===== config.mk =====
export PLATFORM = sky130hd
export DESIGN_NAME = spi_stream_fifo
export DESIGN_NICKNAME = d
export VERILOG_FILES = /design/src/rtl/spi_fifo_pkg.sv /design/src/rtl/spi_fifo_ptr.sv /design/src/rtl/spi_stream_fifo.sv
export SDC_FILE = /design/constraint.sdc
export NUM_CORES = 1
export LEC_CHECK = 0
export CORE_ASPECT_RATIO = 1.25
export CORE_MARGIN = 5
export CORE_UTILIZATION = 58
export DETAILED_ROUTE_END_ITERATION = 10
export GPL_TIMING_DRIVEN = 0
export PLACE_DENSITY = 0.83
export SYNTH_ARGS = -nofsm -noshare
export SYNTH_HDL_FRONTEND = slang
export SYNTH_SLANG_ARGS = --single-unit

===== constraint.sdc =====
create_clock -name clk_i -period 4.7 [get_ports clk_i]
set_input_delay 0.94 -clock clk_i [delete_from_list [all_inputs] [get_ports clk_i]]
set_output_delay 0.94 -clock clk_i [all_outputs]
set_load 0.01 [all_outputs]

===== src/rtl/spi_fifo_pkg.sv =====
// Shared constants and helpers for the SPI stream FIFO slice.
package spi_fifo_pkg;

    // Width of the saturating dropped-push counter.
    localparam int unsigned DROP_CNT_W = 8;

    // Ceiling log2; returns 0 for n <= 1.
    function automatic int unsigned clog2(input int unsigned n);
        int unsigned r;
        r = 0;
        for (int unsigned i = 0; i < 32; i++) begin
            if ((64'd1 << i) < 64'(n)) begin
                r = i + 1;
            end
        end
        return r;
    endfunction

endpackage


===== src/rtl/spi_fifo_ptr.sv =====
// Wrapping FIFO pointer: counts 0..DEPTH-1 and wraps to 0.
module spi_fifo_ptr
    import spi_fifo_pkg::*;
#(
    parameter int unsigned DEPTH = 4,
    parameter int unsigned PTR_W = clog2(DEPTH)
) (
    input  logic             clk_i,
    input  logic             rst_ni,
    input  logic             clr_i,
    input  logic             advance_i,
    output logic [PTR_W-1:0] ptr_o
);

    logic [PTR_W-1:0] ptr_d;
    logic [PTR_W-1:0] ptr_q;

    // Next pointer: flush wins, otherwise step with wrap at DEPTH-1.
    always_comb begin
        ptr_d = ptr_q;
        if (clr_i) begin
            ptr_d = '0;
        end else if (advance_i) begin
            if (ptr_q == PTR_W'(DEPTH - 1)) begin
                ptr_d = '0;
            end else begin
                ptr_d = ptr_q + PTR_W'(1);
            end
        end
    end

    // Pointer register.
    always_ff @(posedge clk_i or negedge rst_ni) begin
        if (!rst_ni) begin
            ptr_q <= '0;
        end else begin
            ptr_q <= ptr_d;
        end
    end

    assign ptr_o = ptr_q;

endmodule


===== src/rtl/spi_stream_fifo.sv =====
// Valid/ready stream FIFO with optional empty bypass, watermarks and
// sticky overflow / saturating drop accounting.
module spi_stream_fifo
    import spi_fifo_pkg::*;
#(
    parameter int unsigned DATA_WIDTH       = 32,
    parameter int unsigned BUFFER_DEPTH     = 4,
    parameter int unsigned FALL_THROUGH     = 0,
    parameter int unsigned LOG_BUFFER_DEPTH = clog2(BUFFER_DEPTH)
) (
    input  logic                        clk_i,
    input  logic                        rst_ni,
    input  logic                        clr_i,
    input  logic                        valid_i,
    input  logic [DATA_WIDTH-1:0]       data_i,
    output logic                        ready_o,
    output logic                        valid_o,
    output logic [DATA_WIDTH-1:0]       data_o,
    input  logic                        ready_i,
    output logic [LOG_BUFFER_DEPTH:0]   elements_o,
    input  logic [LOG_BUFFER_DEPTH:0]   afull_thr_i,
    input  logic [LOG_BUFFER_DEPTH:0]   aempty_thr_i,
    output logic                        almost_full_o,
    output logic                        almost_empty_o,
    output logic                        overflow_o,
    output logic [DROP_CNT_W-1:0]       drop_cnt_o,
    input  logic                        err_clr_i
);

    localparam int unsigned CNT_W = LOG_BUFFER_DEPTH + 1;
    localparam logic        FT_EN = (FALL_THROUGH != 0);

    logic [CNT_W-1:0]            count_d;
    logic [CNT_W-1:0]            count_q;
    logic                        overflow_d;
    logic                        overflow_q;
    logic [DROP_CNT_W-1:0]       drop_cnt_d;
    logic [DROP_CNT_W-1:0]       drop_cnt_q;
    logic [LOG_BUFFER_DEPTH-1:0] wr_ptr;
    logic [LOG_BUFFER_DEPTH-1:0] rd_ptr;
    logic [DATA_WIDTH-1:0]       mem_q [BUFFER_DEPTH];

    logic empty;
    logic push;
    logic pop;
    logic bypass;
    logic store;
    logic unload;
    logic drop;

    assign empty   = (count_q == '0);
    assign ready_o = (count_q != CNT_W'(BUFFER_DEPTH));
    assign valid_o = !empty || (FT_EN && valid_i);
    assign data_o  = empty ? data_i : mem_q[rd_ptr];

    assign push = valid_i && ready_o;
    assign pop  = valid_o && ready_i;
    assign drop = valid_i && !ready_o;

    // A word that enters and leaves an empty FIFO in one cycle never touches
    // storage, so it is stripped from the store/unload terms.
    assign bypass = FT_EN && empty && push && pop;
    assign store  = push && !bypass;
    assign unload = pop && !bypass;

    spi_fifo_ptr #(
        .DEPTH (BUFFER_DEPTH),
        .PTR_W (LOG_BUFFER_DEPTH)
    ) u_wr_ptr (
        .clk_i     (clk_i),
        .rst_ni    (rst_ni),
        .clr_i     (clr_i),
        .advance_i (store),
        .ptr_o     (wr_ptr)
    );

    spi_fifo_ptr #(
        .DEPTH (BUFFER_DEPTH),
        .PTR_W (LOG_BUFFER_DEPTH)
    ) u_rd_ptr (
        .clk_i     (clk_i),
        .rst_ni    (rst_ni),
        .clr_i     (clr_i),
        .advance_i (unload),
        .ptr_o     (rd_ptr)
    );

    // Next occupancy: flush wins, simultaneous store/unload cancel out.
    always_comb begin
        count_d = count_q;
        if (clr_i) begin
            count_d = '0;
        end else if (store && !unload) begin
            count_d = count_q + CNT_W'(1);
        end else if (unload && !store) begin
            count_d = count_q - CNT_W'(1);
        end
    end

    // Next error state: clear wins over a same-cycle drop; counter saturates.
    always_comb begin
        overflow_d = overflow_q;
        drop_cnt_d = drop_cnt_q;
        if (err_clr_i) begin
            overflow_d = 1'b0;
            drop_cnt_d = '0;
        end else if (drop) begin
            overflow_d = 1'b1;
            if (drop_cnt_q != '1) begin
                drop_cnt_d = drop_cnt_q + DROP_CNT_W'(1);
            end
        end
    end

    // Occupancy and error registers.
    always_ff @(posedge clk_i or negedge rst_ni) begin
        if (!rst_ni) begin
            count_q    <= '0;
            overflow_q <= 1'b0;
            drop_cnt_q <= '0;
        end else begin
            count_q    <= count_d;
            overflow_q <= overflow_d;
            drop_cnt_q <= drop_cnt_d;
        end
    end

    // Storage write port; left unreset so it can map onto RAM.
    always_ff @(posedge clk_i) begin
        if (store && !clr_i) begin
            mem_q[wr_ptr] <= data_i;
        end
    end

    assign elements_o     = count_q;
    assign almost_full_o  = (count_q >= afull_thr_i);
    assign almost_empty_o = (count_q <= aempty_thr_i);
    assign overflow_o     = overflow_q;
    assign drop_cnt_o     = drop_cnt_q;

endmodule


==> results.json <==
{
  "synth.distinct_cells": 45,
  "synth_top_family_by_area": "multiplexers",
  "ir_drop_uv": 296,
  "cts-buffers-inserted": 17,
  "synth-xor-area-share_pct": 0.140,
  "grt_max_degree": 33,
  "post_dp_cell_area_sq_um": 7310,
  "yosys_warnings": 0,
  "grtUsageTotal_pct": 20.6,
  "cp-startpoint": "aempty_thr_i[1]",
  "die_w_um": 103,
  "hp-start": "overflow_o$_DFFE_PN0P_",
  "nFillCells": 640,
  "cts_resized": 0,
  "grt_pass1_wl_um": 20000,
  "start_util_pct": 59.1,
  "nets": 503,
  "hold_viol": 0,
  "power_leakage_nw": 2.74,
  "path_clk_slew_ns": 0.05,
  "drc": 0,
  "skew_ns": 0.00658,
  "fmax_mhz": 273,
  "drt-initial-drc-count": 165,
  "holdBufCountCts": 0,
  "fin_tns_setup_ns": 0,
  "io_pins": 92,
  "synth-compound-area-share_pct": 3.35,
  "synth.avg_cell_area_sq_um": 18.5,
  "detail_route.wl_per_cell_um": 20.8,
  "ys_ff_latch": 144,
  "wl_um": 12300,
  "dieArea_sq_um": 13000,
  "status": "finished clean",
  "path_class": "input pin to output port",
  "reg2reg_depth": 8,
  "post-cts-setup-buffers": 0,
  "first_pass_iters": 5,
  "rsz0062_at_grt": "no",
  "ys_seq_area_share_pct": 67.9,
  "cts_root_buf": "clkbuf_16",
  "min_path_cells": 2,
  "pwr_density_cell_nw_per_um2": 499,
  "async_reset_ff_share_pct": 11.1,
  "antennaDiodeCount": 0,
  "worstHoldPathType": "flip-flop to flip-flop",
  "htreeDepth": 4,
  "coreArea_sq_um": 10600,
  "grt_overflow": 0,
  "critPathArrivalTime_ns": 2.73,
  "slew_viol_final": 0,
  "fin_crit_sh_pct": 78.0,
  "clock_latency_ns": 0.40,
  "cts_sinks": 144,
  "die_h_um": 126,
  "netlist_instances": 338,
  "required_ns": 3.76,
  "worst_slew_pin_slew_ns": 0.893,
  "regToRegStartpoint": "elements_o[2]$_DFFE_PN0P_",
  "dp_hpwl_um": 7730,
  "ys.flop_type": "edfxtp_1",
  "critPathCaptureType": "output port",
  "min_period_ns": 3.67,
  "area_growth_pct": 26.7,
  "cap_violations": 0,
  "std_cell_rows": 42,
  "cts.path.max_buffers": 2,
  "synthSimpleGateAreaFrac_pct": 4.35,
  "avgViaCountPerCell": 5.89,
  "cts_tree": "built",
  "syn_area_sq_um": 6250,
  "crit_fanout": 2,
  "portBuffers": 89,
  "setup_viol": 0,
  "cp-start-kind": "input pin",
  "muxShareOfSynthArea_pct": 18.8,
  "drive_above_1_share_pct": 25.7,
  "place_congestion": 0.826,
  "synth_nets": 395,
  "slew_headroom_pct": 40.5,
  "synth-edff-count": 128,
  "finalInstanceArea_sq_um": 7920,
  "vias": 3482,
  "grt_pass1_vias": 3808,
  "synth_adder_area_share_pct": 2.72,
  "ant_nets": 0,
  "antenna_found_initial": 0
}
[cell usage after synthesis (2+ instances only)]
cell,instances,area (sq um)
a211oi_1,5,37.5
a21o_1,2,15.0
a21oi_1,9,45.0
a311oi_1,2,17.5
and2_1,4,25.0
and3_1,2,12.5
buf_2,10,50.1
buf_6,4,45.0
clkbuf_1,3,11.3
dfrtp_1,16,400
edfxtp_1,128,3840
ha_1,12,150
inv_1,16,60.1
mux2_2,37,417
mux2i_1,2,20.0
mux4_1,4,105
mux4_2,28,631
nand2b_1,3,18.8
nand3_1,7,35.0
nand4_1,2,12.5
nor2_1,8,30.0
nor2b_1,4,25.0
nor3_1,3,15.0
o2111ai_1,2,17.5
o21ai_0,4,20.0
o31ai_1,2,15.0
[cells by family after synthesis]
| group | count (synthesis) |
|---|---|
| flip-flops | 144 |
| XOR/XNOR | 1 |
| AND/OR/NAND/NOR | 44 |
| AO/OA/AOI/OAI | 31 |
| buffers and inverters | 34 |
| multiplexers | 71 |
| adder cells (fa/ha/maj) | 13 |
[path summary, 6_finish.rpt]
kind	end	slack, ns
min in group asynchronous	elements_o[0]$_DFFE_PN0P_	1.02
worst min-delay path	overflow_o$_DFFE_PN0P_	0.54
worst min register to register	overflow_o$_DFFE_PN0P_	0.54
max in group asynchronous	drop_cnt_o[4]$_DFFE_PN0P_	3.16
worst max-delay path	almost_empty_o	1.03
worst max register to register	elements_o[2]$_DFFE_PN0P_	2.01
[metal layers]
metal	global-route usage, %	wire (um)	vias up
met4	5.41	150	0
met1	25.0	4750	1771
li1	-	-	1582
met2	35.4	6620	115
met3	6.69	794	14
met5	0	0	-
[worst max-delay path: stages]
cell and delay, ns:
clkdlybuf4s50_1 0.46, inv_1 0.04, ha_1 0.28, nor2b_1 0.13, o21a_1 0.16, o21ai_0 0.15
clkdlybuf4s50_1 0.56
[cell usage in the layout (no fill, tap or decap), types with 9 or more instances in the layout]
cell type        synthesis  routed
a21oi_1                  9       9
buf_2                   10      10
clkbuf_16                0      17
clkdlybuf4s50_1          0      89
dfrtp_1                 16      16
edfxtp_1               128     128
ha_1                    12      12
inv_1                   16      16
mux2_2                  37      37
mux4_2                  28      28
[sequential cells by signal, summed over array words and instances, names as in the netlist]
signal	count
mem_q	128
drop_cnt_o	8
elements_o	3
u_rd_ptr.ptr_o	2
u_wr_ptr.ptr_o	2
overflow_o	1
[layout make-up]
class | count | area, sq um | area share (%)
Clock buffer | 22 | 474 | 5.99
Inverter | 16 | 60.1 | 0.759
Multi-Input combinational cell | 160 | 1840 | 23.2
Clock inverter | 10 | 135 | 1.71
Sequential cell | 144 | 4240 | 53.6
Buffer | 18 | 110 | 1.39
Timing Repair Buffer | 89 | 891 | 11.3
Tap cell | 132 | 165 | 2.09
[per-stage QoR]
stage | worst slack (ns) | hold slack [ns] | total power [mW] | utilization [%] | cells
finish | 1.03 | 0.537 | 3.95 | 74.9 | 591
global route | 0.937 | 0.591 | 4.14 | 74.9 | 591
CTS | 1.02 | 0.541 | 3.99 | 74.9 | 591
detailed placement | 1.04 | 0.516 | 2.64 | 69.2 | 559
global placement | 0.845 | 0.491 | 2.61 | 69.1 | 559
floorplan | 1.98 | 0.533 | 2.16 | - | 338
[power breakdown]
group	leakage [nW]	internal, mW	total (mW)	switching [mW]
logic	1.07	0.633	1.12	0.488
clock network	0.288	0.874	1.34	0.471
registers	1.38	1.46	1.49	0.0263
Power figures use the tool's default switching activity.
